### src/rtl/fp_special_pkg.sv
// Shared types and width helpers for the floating-point special-case front end.
package fp_special_pkg;

    typedef enum logic [1:0] {
        NO_IDLE     = 2'b00,
        ALLIGN_IDLE = 2'b01,
        PUT_IDLE    = 2'b10
    } idle_t;

    typedef enum logic [2:0] {
        NORM   = 3'd0,
        DENORM = 3'd1,
        ZERO   = 3'd2,
        INF    = 3'd3,
        NAN    = 3'd4
    } op_class_t;

    localparam int DEF_EXP_W   = 8;
    localparam int DEF_MAN_W   = 23;
    localparam int DEF_GUARD_W = 3;
    localparam int DEF_TAG_W   = 8;

    // IEEE packed operand: {sign, exp, man}
    function automatic int ieee_w(input int exp_w, input int man_w);
        return 1 + exp_w + man_w;
    endfunction

    // Unpacked operand: {sign, exp, hidden, man}
    function automatic int unp_w(input int exp_w, input int man_w);
        return 2 + exp_w + man_w;
    endfunction

    // Unpacked operand with guard bits appended
    function automatic int unp_c_w(input int exp_w, input int man_w, input int guard_w);
        return 2 + exp_w + man_w + guard_w;
    endfunction

endpackage

### src/rtl/fp_operand_classify.sv
// Classifies one IEEE operand and unpacks it to {sign, exp, hidden, man}.
// Latency: combinational. Backpressure: none. FP_SPECIAL_FTZ_EN flushes denormals to signed zero.
module fp_operand_classify
    import fp_special_pkg::*;
#(
    parameter int EXP_W = DEF_EXP_W,
    parameter int MAN_W = DEF_MAN_W,
    parameter bit IS_C  = 1'b0
) (
    input  logic [EXP_W+MAN_W:0]   operand,
    output op_class_t              op_class,
    output logic [EXP_W+MAN_W+1:0] unpacked
);

    logic             sign;
    logic [EXP_W-1:0] exp_f;
    logic [MAN_W-1:0] man_f;
    logic             hidden;

    always_comb begin
        sign  = operand[EXP_W+MAN_W];
        exp_f = operand[EXP_W+MAN_W-1:MAN_W];
        man_f = operand[MAN_W-1:0];

        if (&exp_f)
            op_class = (|man_f) ? NAN : INF;
        else if (exp_f == '0)
            op_class = (|man_f) ? DENORM : ZERO;
        else
            op_class = NORM;

`ifdef FP_SPECIAL_FTZ_EN
        if (op_class == DENORM) begin
            op_class = ZERO;
            man_f    = '0;
        end
`endif

        // The c operand only loses its hidden bit; a/b denormals also get the
        // minimum normal exponent so the aligner can treat them uniformly.
        hidden = 1'b1;
        if (IS_C) begin
            hidden = !(op_class == DENORM || op_class == ZERO);
        end else if (op_class == DENORM) begin
            hidden = 1'b0;
            exp_f  = {{(EXP_W-1){1'b0}}, 1'b1};
        end

        unpacked = {sign, exp_f, hidden, man_f};
    end

endmodule

### src/rtl/fp_special_case_stage.sv
// CORDIC front end: classifies a/b/c, picks idle code and early z/s, unpacks operands.
// Latency: 1 cycle accept-to-out_valid. Backpressure: 2-entry skid (output + skid reg), in_ready=~skid_full.
// Optional FP_SPECIAL_FTZ_EN: denormal operands are flushed to signed zero before classification.
module fp_special_case_stage
    import fp_special_pkg::*;
#(
    parameter int EXP_W   = DEF_EXP_W,
    parameter int MAN_W   = DEF_MAN_W,
    parameter int GUARD_W = DEF_GUARD_W,
    parameter int TAG_W   = DEF_TAG_W
) (
    input  logic                               clock,
    input  logic                               reset,
    input  logic                               in_valid,
    output logic                               in_ready,
    input  logic [ieee_w(EXP_W,MAN_W)-1:0]     a_in,
    input  logic [ieee_w(EXP_W,MAN_W)-1:0]     b_in,
    input  logic [ieee_w(EXP_W,MAN_W)-1:0]     c_in,
    input  logic [1:0]                         mode_in,
    input  logic                               op_in,
    input  logic                               natlog_in,
    input  logic [TAG_W-1:0]                   tag_in,
    output logic                               out_valid,
    input  logic                               out_ready,
    output logic [1:0]                         idle_out,
    output logic [unp_w(EXP_W,MAN_W)-1:0]      a_out,
    output logic [unp_w(EXP_W,MAN_W)-1:0]      b_out,
    output logic [unp_c_w(EXP_W,MAN_W,GUARD_W)-1:0] c_out,
    output logic [unp_c_w(EXP_W,MAN_W,GUARD_W)-1:0] z_out,
    output logic [ieee_w(EXP_W,MAN_W)-1:0]     s_out,
    output logic [1:0]                         mode_out,
    output logic                               op_out,
    output logic                               natlog_out,
    output logic [TAG_W-1:0]                   tag_out,
    output logic [5:0]                         class_out
);

    localparam int IEEE_W  = ieee_w(EXP_W, MAN_W);
    localparam int UNP_W   = unp_w(EXP_W, MAN_W);
    localparam int UNP_C_W = unp_c_w(EXP_W, MAN_W, GUARD_W);

    typedef struct packed {
        idle_t              idle;
        logic [UNP_W-1:0]   a;
        logic [UNP_W-1:0]   b;
        logic [UNP_C_W-1:0] c;
        logic [UNP_C_W-1:0] z;
        logic [IEEE_W-1:0]  s;
        logic [1:0]         mode;
        logic               op;
        logic               natlog;
        logic [TAG_W-1:0]   tag;
        logic [5:0]         cls;
    } beat_t;

    op_class_t          a_cls;
    op_class_t          b_cls;
    op_class_t          c_cls;
    logic [UNP_W-1:0]   a_unp;
    logic [UNP_W-1:0]   b_unp;
    logic [UNP_W-1:0]   c_unp;
    logic               c_cls_unused;

    fp_operand_classify #(.EXP_W(EXP_W), .MAN_W(MAN_W), .IS_C(1'b0)) u_cls_a (
        .operand  (a_in),
        .op_class (a_cls),
        .unpacked (a_unp)
    );

    fp_operand_classify #(.EXP_W(EXP_W), .MAN_W(MAN_W), .IS_C(1'b0)) u_cls_b (
        .operand  (b_in),
        .op_class (b_cls),
        .unpacked (b_unp)
    );

    fp_operand_classify #(.EXP_W(EXP_W), .MAN_W(MAN_W), .IS_C(1'b1)) u_cls_c (
        .operand  (c_in),
        .op_class (c_cls),
        .unpacked (c_unp)
    );

    assign c_cls_unused = ^c_cls;

    // ---------------------------------------------------------------
    // Special-case decision for the incoming beat
    // ---------------------------------------------------------------
    beat_t              new_beat;
    logic               a_nan, a_inf, a_zero, b_nan, b_inf, b_zero;
    logic               z_sign;
    logic [UNP_C_W-1:0] z_nan;
    logic [UNP_C_W-1:0] z_inf;
    logic [UNP_C_W-1:0] z_zero;

    always_comb begin
        a_nan  = (a_cls == NAN);
        a_inf  = (a_cls == INF);
        a_zero = (a_cls == ZERO);
        b_nan  = (b_cls == NAN);
        b_inf  = (b_cls == INF);
        b_zero = (b_cls == ZERO);
        z_sign = a_in[IEEE_W-1] ^ b_in[IEEE_W-1];

        z_nan  = {1'b1, {EXP_W{1'b1}}, 1'b1, {(MAN_W+GUARD_W){1'b0}}};
        z_inf  = {z_sign, {EXP_W{1'b1}}, {(1+MAN_W+GUARD_W){1'b0}}};
        z_zero = {z_sign, {(UNP_C_W-1){1'b0}}};

        new_beat        = '0;
        new_beat.a      = a_unp;
        new_beat.b      = b_unp;
        new_beat.c      = {c_unp, {GUARD_W{1'b0}}};
        new_beat.mode   = mode_in;
        new_beat.op     = op_in;
        new_beat.natlog = natlog_in;
        new_beat.tag    = tag_in;
        new_beat.cls    = {a_nan, a_inf, a_zero, b_nan, b_inf, b_zero};
        new_beat.idle   = NO_IDLE;

        // Priority order matters: NaN beats Inf beats zero beats linear mode.
        if (a_nan || b_nan) begin
            new_beat.idle = ALLIGN_IDLE;
            new_beat.z    = z_nan;
        end else if (a_inf) begin
            new_beat.idle = ALLIGN_IDLE;
            new_beat.z    = b_zero ? z_nan : z_inf;
        end else if (b_inf) begin
            new_beat.idle = ALLIGN_IDLE;
            new_beat.z    = z_inf;
        end else if (a_zero || b_zero || mode_in == 2'b00) begin
            new_beat.idle = PUT_IDLE;
            new_beat.z    = z_zero;
            new_beat.s    = c_in;
        end
    end

    // ---------------------------------------------------------------
    // Output register plus one skid entry
    // ---------------------------------------------------------------
    beat_t out_q;
    beat_t skid_q;
    logic  skid_full;
    logic  skid_full_nxt;
    logic  accept;
    logic  out_free;

    assign accept   = in_valid & in_ready;
    assign out_free = ~out_valid | out_ready;

    always_comb begin
        skid_full_nxt = skid_full;
        if (out_free)
            skid_full_nxt = skid_full & accept;
        else if (accept)
            skid_full_nxt = 1'b1;
    end

    always_ff @(posedge clock) begin
        if (reset) begin
            out_q     <= '0;
            skid_q    <= '0;
            out_valid <= 1'b0;
            skid_full <= 1'b0;
            in_ready  <= 1'b1;
        end else begin
            skid_full <= skid_full_nxt;
            in_ready  <= ~skid_full_nxt;
            if (out_free) begin
                // The older skid beat always leaves first to preserve order.
                if (skid_full) begin
                    out_q     <= skid_q;
                    out_valid <= 1'b1;
                    if (accept)
                        skid_q <= new_beat;
                end else if (accept) begin
                    out_q     <= new_beat;
                    out_valid <= 1'b1;
                end else begin
                    out_valid <= 1'b0;
                end
            end else if (accept) begin
                skid_q <= new_beat;
            end
        end
    end

    assign idle_out   = out_q.idle;
    assign a_out      = out_q.a;
    assign b_out      = out_q.b;
    assign c_out      = out_q.c;
    assign z_out      = out_q.z;
    assign s_out      = out_q.s;
    assign mode_out   = out_q.mode;
    assign op_out     = out_q.op;
    assign natlog_out = out_q.natlog;
    assign tag_out    = out_q.tag;
    assign class_out  = out_q.cls;

endmodule

### config.mk
export PLATFORM = sky130hd
export DESIGN_NAME = fp_special_case_stage
export DESIGN_NICKNAME = d
export VERILOG_FILES = /design/src/rtl/fp_special_pkg.sv /design/src/rtl/fp_operand_classify.sv /design/src/rtl/fp_special_case_stage.sv
export SDC_FILE = /design/constraint.sdc
export NUM_CORES = 1
export LEC_CHECK = 0
export ABC_AREA = 1
export ABC_CLOCK_PERIOD_IN_PS = 5940
export CORE_AREA = 3 3 160 162
export CTS_BUF_LIST = sky130_fd_sc_hd__clkbuf_2 sky130_fd_sc_hd__clkbuf_4 sky130_fd_sc_hd__clkbuf_8
export DETAILED_ROUTE_END_ITERATION = 12
export DIE_AREA = 0 0 163 165
export PLACE_DENSITY = 0.94
export SYNTH_ARGS = -nofsm -noshare
export SYNTH_HDL_FRONTEND = slang
export SYNTH_HIERARCHICAL = 1
export SYNTH_SLANG_ARGS = --single-unit
### constraint.sdc
create_clock -name clock -period 5.94 [get_ports clock]
set_clock_uncertainty 0.1 [all_clocks]
set_input_delay 1.188 -clock clock [delete_from_list [all_inputs] [get_ports clock]]
set_output_delay 1.188 -clock clock [all_outputs]
set_load 0.02 [all_outputs]
## Word-level counts from Yosys, hierarchy flattened

Cells that the tools add are included.

- Bits of input ports: 112
- Flip-flop bits (word level): 383

- Equality and inequality tests: 11
- Reductions and logical operators: 17
- Bitwise logic cells: 6
- Multiplexer cells: 37

Operators with widths:

| operator | number |
|---|---|
| 190-bit two-way mux | 5 |
| 36-bit two-way mux | 4 |
| 32-bit two-way mux | 3 |
| 23-bit OR reduction | 3 |
| 68-bit two-way mux | 1 |
| 3-bit two-way mux | 9 |
| 8-bit zero test | 3 |
| 8-bit AND reduction | 3 |
| 8-bit two-way mux | 2 |
| 3-bit by 2-bit equality test with 1-bit output (second input constant) | 5 |
| 2-bit two-way mux | 7 |
| 3-bit by 1-bit equality test with 1-bit output (second input constant) | 3 |
| 3-bit equality test (second input constant) | 2 |
| 1-bit two-way mux | 6 |
| 1-bit logical OR | 4 |
| 1-bit bitwise AND | 2 |
| 2-bit zero test | 1 |
| 2-bit != test (second input constant) | 1 |
| 1-bit inverter | 2 |
| 2-bit AND reduction | 1 |
| 2-bit nonzero test | 1 |
| 1-bit zero test | 1 |
| 1-bit bitwise OR | 1 |
| 1-bit XOR | 1 |

## Logic depth before layout (Yosys ltp)

- Depth after elaboration: 14
- Mapped depth: 14
- Gate-level depth less buffers: 13

## Hierarchy

Netlist, hierarchy kept.

Modules (own cells, without submodules):

| module | area an instance (um^2) | times used | cells an instance | sequential area each (um^2) |
|---|---|---|---|---|
| fp_special_case_stage | 12,273.0 | 1 | 1,601 | 6,185.9 |
| fp_operand_classify (u_cls_a ...) | 391.6 | 2 | 72 | 0.0 |
| fp_operand_classify (u_cls_c) | 424.2 | 1 | 71 | 0.0 |

## Worst setup path before layout

No wires, ideal clock.

- Path kind: input-to-reg
- Start point: input b_in[17]
- End point: register skid_q[20] (netlist bit)
- Path slack: 3.099 ns
- Stages: 13
- Arrival time: 2.671 ns
- Setup time: 0.070 ns
- Buffers on the path: 2
- Cell sequence: nor2_1 nand2_1 nor2_2 nand3_2 a21oi_1 inv_1 nand3_1 nand2_1 nor2_2 buf_4 buf_6 nand3_1 a21oi_1

- Cells in the longest elaborated chain, start to end: 14

Ends and longest elaborated chain:

| element | RTL line | source |
|---|---|---|
| start, declared | fp_special_case_stage.sv:17 | `input logic [ieee_w(EXP_W,MAN_W)-1:0] b_in,` |
| 23-bit OR reduction (*) | fp_operand_classify.sv:26, fp_operand_classify.sv:28 |  |
| 2-bit two-way mux | fp_operand_classify.sv:28 | `op_class = (\|man_f) ? DENORM : ZERO;` |
| 3-bit two-way mux | fp_operand_classify.sv:27 | `else if (exp_f == '0)` |
| 3-bit two-way mux (*) | fp_operand_classify.sv:25 | `if (&exp_f)` |
| via b_cls[1] | fp_special_case_stage.sv:57 | `op_class_t b_cls;` |
| 3-bit by 2-bit equality test with 1-bit output | fp_special_case_stage.sv:100 | `b_zero = (b_cls == ZERO);` |
| 1-bit logical OR (2 in series) | fp_special_case_stage.sv:128 | `end else if (a_zero \|\| b_zero \|\| mode_in == 2'b00) begin` |
| 68-bit two-way mux | fp_special_case_stage.sv:128 |  |
| 32-bit two-way mux | fp_special_case_stage.sv:125 | `end else if (b_inf) begin` |
| 32-bit two-way mux | fp_special_case_stage.sv:122 | `end else if (a_inf) begin` |
| 32-bit two-way mux (*) | fp_special_case_stage.sv:119 | `if (a_nan \|\| b_nan) begin` |
| 190-bit two-way mux (*) | fp_special_case_stage.sv:171, fp_special_case_stage.sv:179 |  |
| 190-bit two-way mux | fp_special_case_stage.sv:168 | `if (skid_full) begin` |
| 190-bit two-way mux (*) | fp_special_case_stage.sv:166 | `if (out_free) begin` |
| end signal, assigned | fp_special_case_stage.sv:172 | `skid_q <= new_beat;` |
| end signal, assigned | fp_special_case_stage.sv:180 | `skid_q <= new_beat;` |
| end, declared | fp_special_case_stage.sv:139 | `beat_t skid_q;` |

Mark *: on every way through the listed nets, which the timed path passes. The rest lies on a longest branch. The select of a mux whose other input is x is not followed.
A chain may end at the register's enable or synchronous reset.

## Worst setup path in the final report

- Start point: input b_in[12]
- End point: register out_q (netlist bit s_out[18])

- Cells in the longest elaborated chain, start to end: 13

Ends and longest elaborated chain:

| element | RTL line | source |
|---|---|---|
| 23-bit OR reduction (*) | fp_operand_classify.sv:26, fp_operand_classify.sv:28 |  |
| 2-bit two-way mux | fp_operand_classify.sv:28 |  |
| 3-bit two-way mux | fp_operand_classify.sv:27 |  |
| 3-bit two-way mux (*) | fp_operand_classify.sv:25 |  |
| via b_cls[1] | fp_special_case_stage.sv:57 |  |
| 3-bit by 2-bit equality test with 1-bit output | fp_special_case_stage.sv:100 |  |
| 1-bit logical OR (2 in series) | fp_special_case_stage.sv:128 |  |
| 68-bit two-way mux | fp_special_case_stage.sv:128 |  |
| 32-bit two-way mux | fp_special_case_stage.sv:125 |  |
| 32-bit two-way mux | fp_special_case_stage.sv:122 |  |
| 32-bit two-way mux (*) | fp_special_case_stage.sv:119 |  |
| 190-bit two-way mux (*) | fp_special_case_stage.sv:173 | `end else if (accept) begin` |
| 190-bit two-way mux (*) | fp_special_case_stage.sv:168 |  |
| end signal, assigned | fp_special_case_stage.sv:169 | `out_q <= skid_q;` |
| end signal, assigned | fp_special_case_stage.sv:174 | `out_q <= new_beat;` |
| end, declared | fp_special_case_stage.sv:138 | `beat_t out_q;` |

Marks and branches as above.

==> results.toml <==
[global_route]
antenna_found_initial = 1
track_usage_pct = 26.4
grt_max_degree = 199
grt_pass1_vias = 12000
grt_pass1_wl_mm = 59.0
overflow = 0

[cts]
tritoncts = "built"
cts_root_buf = "clkbuf_8"
hold_buffers = 0
htreeDepth = 2
cts_made_buffers = 50
insertion_delay_ns = 0.56
cts.path.max_buffers = 3
clkTransAtPathRegs_ns = 0.06
ctsResizeCount = 0
cts.sinks = 309
post_cts_buffers = 0

[timing]
tightestPinTransition_ns = 1.18
setup_tns_ns = 0
worst_slack_ns = 2.04
maxSlewViolCount = 0
timing.fmax_mhz = 256
finalCritPeriodShare_pct = 65.7
rsz0062_at_grt = "false"
hold_ws_ns = 0.352
setup_viol = 0
min_period_ns = 3.90
report.final.hold_viol_count = 0
relSlewSlack_pct = 21.6

[placement]
place.gp.congestion = 0.818
dp_slack_ns = 1.52
hpwl_mm = 22.7
port-buffer-count = 274

[setup_path]
arrival_ns = 4.29
critPathMaxFanout = 41
critPathKind = "input pin to flop"
reg2reg_slack_ns = 2.52
startpoint_type = "input pin"
critPathRequiredTime_ns = 6.33
end_kind = "flop"

[route]
highest-signal-layer = "met4"
drt_first_pass_iters = 6
wl_met2_mm = 18.0
drt-total-wl_mm = 37.7
drc = 0
met3WireLength_mm = 3.59
drt_iter0_drc = 1379
wl_met1_mm = 14.8
vias = 12700
ant_nets = 0
wl_per_cell_um = 16.9
vias_per_cell = 5.71

[cells_and_area]
seq_area_um2 = 6190
final_util_pct = 66.8
drive_gt1_share_pct = 6.35
nets = 1980
syn_to_final_growth_pct = 21.5
multi_input_area_um2 = 5550
n_fill_cell = 1890

[floorplanning]
chipHeight_um = 165
rows = 57
die_w_um = 163
dieArea_um2 = 26900
initial_core_util_pct = 55.0
coreArea_um2 = 24200
ioPinCount = 304

[outcome]
run_status = "completed"

[min_path]
hold_path.class = "flop to flop"

[synth]
netlist_area_um2 = 13300
ys_warn_count = 6
netlist_instances = 1783
avgSynthCellArea_um2 = 7.47

[pwr]
power_density_nw_per_um2 = 314
ir_worst_vdd_mv = 0.213
leakage_nw = 6.47

[job]
maxCapViolCount = 0
## layer usage
layer | vias up | global-route usage, %
met5 | - | 0
met4 | 0 | 11.8
met3 | 103 | 7.12
met2 | 676 | 44.1
met1 | 5914 | 32.1
li1 | 6052 | -
## path summary, 6_finish.rpt
check,cells after the start,start,end
worst max-delay path,13,b_in[12],s_out[18]$_SDFFE_PP0P_
worst min-delay path,2,skid_q[155]$_SDFFE_PP0P_,a_out[0]$_SDFFE_PP0P_
worst max register to register,7,skid_full$_SDFF_PP0_,tag_out[7]$_SDFFE_PP0P_
worst min register to register,2,skid_q[155]$_SDFFE_PP0P_,a_out[0]$_SDFFE_PP0P_
## cell usage in the layout (no fill, tap or decap), types with 40 or more instances in the layout
cell and n:
nor2_1 262, clkbuf_8 64, dfxtp_1 308, clkdlybuf4s50_1 274, nand4_1 42, o21ai_0 287
nand2_1 261, a31oi_1 112, a21oi_1 126, nand3_1 40
## stage by stage
stage                     instances  power, mW  cell area, µm²
after CTS                      2231       5.10           16200
after global routing           2232       5.29           16200
after detailed placement       2140       3.18           15100
final                          2232       5.08           16200
after floorplan                1811       2.85           13400
after global placement         2140       3.15           15100
## report_power, final
part / leakage (nW) / switching [mW] / internal, mW
Sequential: 2.54 / 0.0883 / 2.23
Clock: 0.580 / 0.848 / 1.08
Combinational: 3.35 / 0.487 / 0.343
Total: 6.47 / 1.42 / 3.66
## critical path, cell delays in order
cell and delay (ns):
clkdlybuf4s50_1 0.46, nor2_1 0.14, nand2_1 0.12, nor2_2 0.18
nand3_2 0.13, a21oi_1 0.32, inv_1 0.08, nand3_1 0.14
nand2_1 0.13, nor2_4 0.51, buf_4 0.50, nand4_1 0.18
a21oi_1 0.18
## area by class of cell
type                       instances  share of cell area, %
multi-input combinational       1196                   34.3
clock inverter                    17                  0.742
timing repair buffer             285                   17.7
antenna                            1                 0.0155
clock buffer                      74                   5.90
inverter                          26                  0.688
tap                              324                   2.50
sequential                       309                   38.2
## flip-flops by register name (all words and copies together), names as in the netlist
name,count
in_ready,1
skid_full,1
skid_q,153
natlog_out,1
op_out,1
a_out,33
c_out,33
mode_out,2
b_out,33
class_out,6
tag_out,8
s_out,32
out_valid,1
z_out,2
idle_out,2
(Power assumes the default switching activity.)
